**src/rtl/trap_controller.sv**
```systemverilog
// Machine-mode trap and system-instruction responder for the RV32 core:
// machine CSRs, trap/return redirects, FENCE drain stall and EBREAK halt.
module trap_controller #(
  parameter int              XLEN           = 32,
  parameter int              FENCE_CYCLES   = 2,
  parameter int              HALT_ON_EBREAK = 0,
  parameter logic [XLEN-1:0] MTVEC_RESET    = '0
) (
  input  logic            clk,
  input  logic            rst_n,
  input  logic            instr_valid,
  input  logic [XLEN-1:0] pc,
  input  logic            instr_ecall,
  input  logic            instr_ebreak,
  input  logic            instr_fence,
  input  logic            instr_mret,
  input  logic            csr_en,
  input  logic [1:0]      csr_op,
  input  logic [11:0]     csr_addr,
  input  logic [XLEN-1:0] csr_wdata,
  output logic [XLEN-1:0] csr_rdata,
  output logic            trap_redirect,
  output logic [XLEN-1:0] trap_pc,
  output logic            stall,
  output logic            halted,
  input  logic            resume,
  output logic            illegal_csr
);

  typedef enum logic [1:0] {RUN, FENCE_WAIT, HALT} state_t;

  localparam int            CW         = (FENCE_CYCLES > 1) ? $clog2(FENCE_CYCLES) : 1;
  localparam logic [CW-1:0] FENCE_LOAD = CW'((FENCE_CYCLES > 0) ? FENCE_CYCLES - 1 : 0);
  localparam logic          HALT_EN    = (HALT_ON_EBREAK != 0);

  state_t          state;
  logic [CW-1:0]   cnt;
  logic            mie, mpie;
  logic [XLEN-1:0] mtvec, mscratch, mepc, mcause;
  logic            resume_pulse;

  logic            csr_known, accepted;
  logic            do_halt, do_trap, do_mret, do_fence, do_csr;
  logic [XLEN-1:0] cause, csr_new;

  always_comb begin
    csr_rdata = '0;
    csr_known = 1'b1;
    case (csr_addr)
      12'h300: begin
        csr_rdata[3] = mie;
        csr_rdata[7] = mpie;
      end
      12'h305: csr_rdata = mtvec;
      12'h340: csr_rdata = mscratch;
      12'h341: csr_rdata = mepc;
      12'h342: csr_rdata = mcause;
      default: csr_known = 1'b0;
    endcase
  end

  // The resume redirect cycle owns the PC, so nothing retires alongside it.
  assign accepted    = rst_n && instr_valid && (state == RUN) && !resume_pulse;
  assign illegal_csr = accepted && csr_en && !csr_known;

  always_comb begin
    do_halt  = accepted && !illegal_csr && instr_ebreak && HALT_EN;
    do_trap  = accepted && !do_halt && (illegal_csr || instr_ebreak || instr_ecall);
    do_mret  = accepted && !do_halt && !do_trap && instr_mret;
    do_fence = accepted && !do_halt && !do_trap && !do_mret && instr_fence;
    do_csr   = accepted && csr_en && !do_halt && !do_trap && !do_mret && !do_fence
               && (csr_op != 2'b00);
    if (illegal_csr)       cause = XLEN'(2);
    else if (instr_ebreak) cause = XLEN'(3);
    else                   cause = XLEN'(11);
    case (csr_op)
      2'b01:   csr_new = csr_wdata;
      2'b10:   csr_new = csr_rdata | csr_wdata;
      2'b11:   csr_new = csr_rdata & ~csr_wdata;
      default: csr_new = csr_rdata;
    endcase
  end

  always_comb begin
    trap_redirect = resume_pulse || do_trap || do_mret;
    trap_pc       = '0;
    if (resume_pulse)  trap_pc = mepc + XLEN'(4);
    else if (do_trap)  trap_pc = mtvec;
    else if (do_mret)  trap_pc = mepc;
  end

  assign stall  = (state != RUN);
  assign halted = (state == HALT);

  always_ff @(posedge clk or negedge rst_n) begin
    if (!rst_n) begin
      state        <= RUN;
      cnt          <= '0;
      mie          <= 1'b0;
      mpie         <= 1'b0;
      mtvec        <= {MTVEC_RESET[XLEN-1:2], 2'b00};
      mscratch     <= '0;
      mepc         <= '0;
      mcause       <= '0;
      resume_pulse <= 1'b0;
    end else begin
      resume_pulse <= (state == HALT) && resume;
      case (state)
        RUN: begin
          if (do_halt) begin
            state  <= HALT;
            mepc   <= {pc[XLEN-1:2], 2'b00};
            mcause <= XLEN'(3);
          end else if (do_trap) begin
            mepc   <= {pc[XLEN-1:2], 2'b00};
            mcause <= cause;
            mpie   <= mie;
            mie    <= 1'b0;
          end else if (do_mret) begin
            mie  <= mpie;
            mpie <= 1'b1;
          end else if (do_fence) begin
            if (FENCE_CYCLES > 0) begin
              state <= FENCE_WAIT;
              cnt   <= FENCE_LOAD;
            end
          end else if (do_csr) begin
            case (csr_addr)
              12'h300: begin
                mie  <= csr_new[3];
                mpie <= csr_new[7];
              end
              12'h305: mtvec    <= {csr_new[XLEN-1:2], 2'b00};
              12'h340: mscratch <= csr_new;
              12'h341: mepc     <= {csr_new[XLEN-1:2], 2'b00};
              12'h342: mcause   <= csr_new;
              default: ;
            endcase
          end
        end
        FENCE_WAIT: begin
          if (cnt == '0) state <= RUN;
          else           cnt   <= cnt - CW'(1);
        end
        HALT: begin
          if (resume) state <= RUN;
        end
        default: state <= RUN;
      endcase
    end
  end

endmodule

```
**config.mk**
```make
export PLATFORM = sky130hd
export DESIGN_NAME = trap_controller
export DESIGN_NICKNAME = d
export VERILOG_FILES = /design/src/rtl/trap_controller.sv
export SDC_FILE = /design/constraint.sdc
export NUM_CORES = 1
export LEC_CHECK = 0
export CORE_MARGIN = 10
export CORE_UTILIZATION = 30
export CTS_BUF_LIST = sky130_fd_sc_hd__clkbuf_4
export CTS_CLUSTER_SIZE = 10
export DETAILED_ROUTE_END_ITERATION = 8
export HOLD_SLACK_MARGIN = 0.15
export PLACE_DENSITY_LB_ADDON = 0.2
export REMOVE_ABC_BUFFERS = 1
export SETUP_SLACK_MARGIN = 0.05
export SLEW_MARGIN = 0
export SYNTH_ARGS = -nofsm -noshare
export SYNTH_HDL_FRONTEND = slang
export SYNTH_SLANG_ARGS = --single-unit
export TNS_END_PERCENT = 10
```
**constraint.sdc**
```tcl
create_clock -name clk -period 3.3 [get_ports clk]
set_input_delay 0.825 -clock clk [delete_from_list [all_inputs] [get_ports clk]]
set_output_delay 0.825 -clock clk [all_outputs]
set_load 0.05 [all_outputs]
```
==> results.py <==
metrics = {
    "drt": {
        "drt-total-wl_mm": 30.4,
        "wl_per_cell_um": 21.2,
        "drt-initial-drc-count": 521,
        "final_antenna_net_count": 0,
        "drcViolationCount": 0,
        "routed-via-count": 7490,
        "drt-pass1-iter-count": 5,
        "via_per_inst": 5.22,
    },
    "layout": {
        "fill_cells": 2281,
        "final_util_pct": 49.3,
        "layout.nets": 1185,
        "drive_above_1_share_pct": 30.1,
        "synthToLayoutAreaGrowth_pct": 61.6,
        "fin_area_sq_um": 12000,
    },
    "worst_setup_path": {
        "worstRegToRegCells": 8,
        "endpoint_kind": "output pin",
        "reg2reg_slack_ns": 0.75,
        "path_max_fanout": 6,
        "reg2reg_to": "mtvec[5]$_DFFE_PN0P_",
        "required_ns": 2.47,
        "arrival_ns": 2.52,
        "critical_path.startpoint_type": "input port",
        "path_class": "input port to output pin",
        "r2r_start": "state[0]$_DFFE_PN0P_",
    },
    "hold_path": {
        "hp-class": "input port to async pin",
    },
    "power": {
        "power_density_nw_per_um2": 310,
        "cellLeakagePower_nw": 5.10,
        "ir_drop_mv": 0.158,
    },
    "clock_tree": {
        "hold_buffers": 0,
        "htreeDepth": 4,
        "root_buffer": "clkbuf_4",
        "cts_buffer_depth": 2,
        "clkSlewWorstSetupHoldPaths_ns": 0.12,
        "clock_latency_ns": 0.55,
        "cts.sink_count": 128,
        "cts_buffers": 17,
        "cts_tree": "yes",
    },
    "floorplan": {
        "dieWidth_um": 177,
        "ios": 155,
        "rows": 57,
        "fp.dieH_um": 177,
        "start_util_pct": 30.5,
        "dieArea_sq_um": 31400,
        "core_sq_um": 24300,
    },
    "placement": {
        "gp_congestion": 0.822,
        "port_buffers": 148,
        "place_area_sq_um": 10700,
        "dpl.hpwl_mm": 19.4,
    },
    "synthesis": {
        "async_flop_share_pct": 100,
        "synth.most_common_cell": "nand2_1",
        "synth_edf_count": 0,
        "netlist.area_leader.share_pct": 43.2,
        "netlist_instances": 875,
        "synth_warnings": 0,
        "synth_xor_area_share_pct": 3.19,
        "synth-seq-cells": 128,
        "synthSimpleGateAreaFrac_pct": 17.9,
        "avgSynthCellArea_sq_um": 8.48,
        "synth_compound_area_share_pct": 23.9,
        "synthMuxAreaShare_pct": 5.65,
        "syn_area_sq_um": 7420,
        "synth_ff_type": "dfrtp_1",
        "ys_types": 58,
        "synth_top_family_by_area": "compound AO/OA/AOI/OAI gates",
        "synth_area_leaders": "dfrtp_1 43%, nand2_1 7.2%, o21ai_0 6.0%, mux2i_1 4.6%, a21oi_1 4.3%",
        "seq_area_frac_synth_pct": 43.2,
        "synth_common_cells": "142 x nand2_1, 128 x dfrtp_1, 89 x o21ai_0",
        "synth_top_area_cell": "dfrtp_1",
        "synth_adder_area_share_pct": 0,
    },
    "timing": {
        "finalMaxSlewViolations": 0,
        "worst_pin_slew_ns": 0.883,
        "post-route-min-period_ns": 3.34,
        "rsz0062_at_grt": "yes",
        "finalSetupTns_ns": -0.745,
        "hold_viol": 0,
        "finalSetupViolations": 43,
        "hold_ws_ns": 0.435,
        "relSlewSlack_pct": 41.1,
        "skew_ns": 0.0192,
        "timing.fmax_mhz": 299,
        "period_share_pct": 101,
        "worst_slack_ns": -0.0447,
    },
    "global_route": {
        "grt_max_degree": 67,
        "antenna_found_initial": 3,
        "grt-ovfl-total": 0,
        "grt_usage_pct": 18.9,
        "grt_pass1_wl_mm": 45.9,
        "grt_pass1_vias": 7615,
    },
    "job": {
        "maxCapViolations": 0,
    },
    "outcome": {
        "status": "finished with violations",
        "violations": "negative setup slack",
    },
}
worst max path at each step:
stage,from,endpoint,slack (ns)
2_1_floorplan,csr_addr[1],trap_pc[10],-1.11
4_1_cts,csr_addr[1],trap_pc[5],-0.04
3_5_place_dp,csr_addr[2],trap_pc[5],-0.62
3_3_place_gp,csr_addr[2],trap_pc[5],-0.62
6_report,csr_addr[11],trap_pc[3],-0.04
5_1_grt,csr_addr[11],trap_pc[3],-0.07
metrics by stage:
stage,setup WS [ns],power [mW],std cells
4_1_cts,-0.0379,3.75,1429
6_report,-0.0447,3.71,1436
3_5_place_dp,-0.624,2.51,1377
5_1_grt,-0.0718,3.91,1436
3_3_place_gp,-0.622,2.50,1377
2_1_floorplan,-1.11,2.09,801
state kept, by name (all words and copies together) (netlist names):
signal	flops
mepc	30
cnt	1
mie	1
mscratch	32
mcause	32
mtvec	30
mpie	1
state	1
power by group:
part | leakage, nW | total (mW) | internal, mW | switching, mW
Combinational | 3.26 | 0.773 | 0.362 | 0.411
Clock | 0.153 | 1.15 | 0.519 | 0.635
Sequential | 1.69 | 1.79 | 1.69 | 0.100
repair_timing:
item,4_1_cts,5_1_grt
pin swaps,32,34
gates resized for setup,161,38
setup endpoints to repair,64,62
buffers inserted,16,6
cloned,6,5
worst max-delay path: stages:
cell and delay (ns):
buf_6 0.09, and4bb_2 0.33, nand2_4 0.08, or4_4 0.58, nand2_8 0.16, clkbuf_16 0.21, o21ai_4 0.08, buf_12 0.15
cells in the final DEF, fill, tap and decap left out, types with 17 or more instances in the layout:
| master | n |
|---|---|
| a21oi_1 | 64 |
| a22o_4 | 28 |
| and2_1 | 23 |
| buf_12 | 89 |
| buf_4 | 95 |
| clkbuf_4 | 17 |
| clkdlybuf4s50_1 | 67 |
| dfrtp_1 | 128 |
| inv_1 | 33 |
| mux2i_1 | 34 |
| nand2_1 | 138 |
| nand2b_1 | 23 |
| nor2_1 | 49 |
| o21ai_0 | 62 |
| o21ai_1 | 20 |
| o21ai_4 | 18 |
| o22ai_1 | 24 |
| o32ai_1 | 26 |
| xor2_1 | 21 |
per-layer routing:
metal  part of all wire, %  up-vias  GRT usage, %
li1                      -     3542             -
met1                    47     3691          26.1
met2                    45      222          28.9
met3                   6.6       33          4.95
met4                   1.5        2          4.13
met5                 0.043        -             0
final cells by class:
class | count | area [sq um] | area share, %
clock inverter | 14 | 166 | 1.39
tap | 324 | 405 | 3.38
timing repair buffer | 278 | 3530 | 29.4
sequential | 128 | 3200 | 26.7
multi-input combinational | 639 | 4430 | 36.9
inverter | 34 | 128 | 1.06
clock buffer | 17 | 128 | 1.06
antenna | 2 | 5.00 | 0.0417
cells by family (layout without fill, tap and decap cells):
kind of cell,after synthesis,after routing
buffers and inverters,110,343
AO/OA/AOI/OAI,285,285
other,1,5
AND/OR/NAND/NOR,283,283
multiplexers,41,41
flip-flops,128,128
XOR/XNOR,27,27
Power figures use the tool's default switching activity.
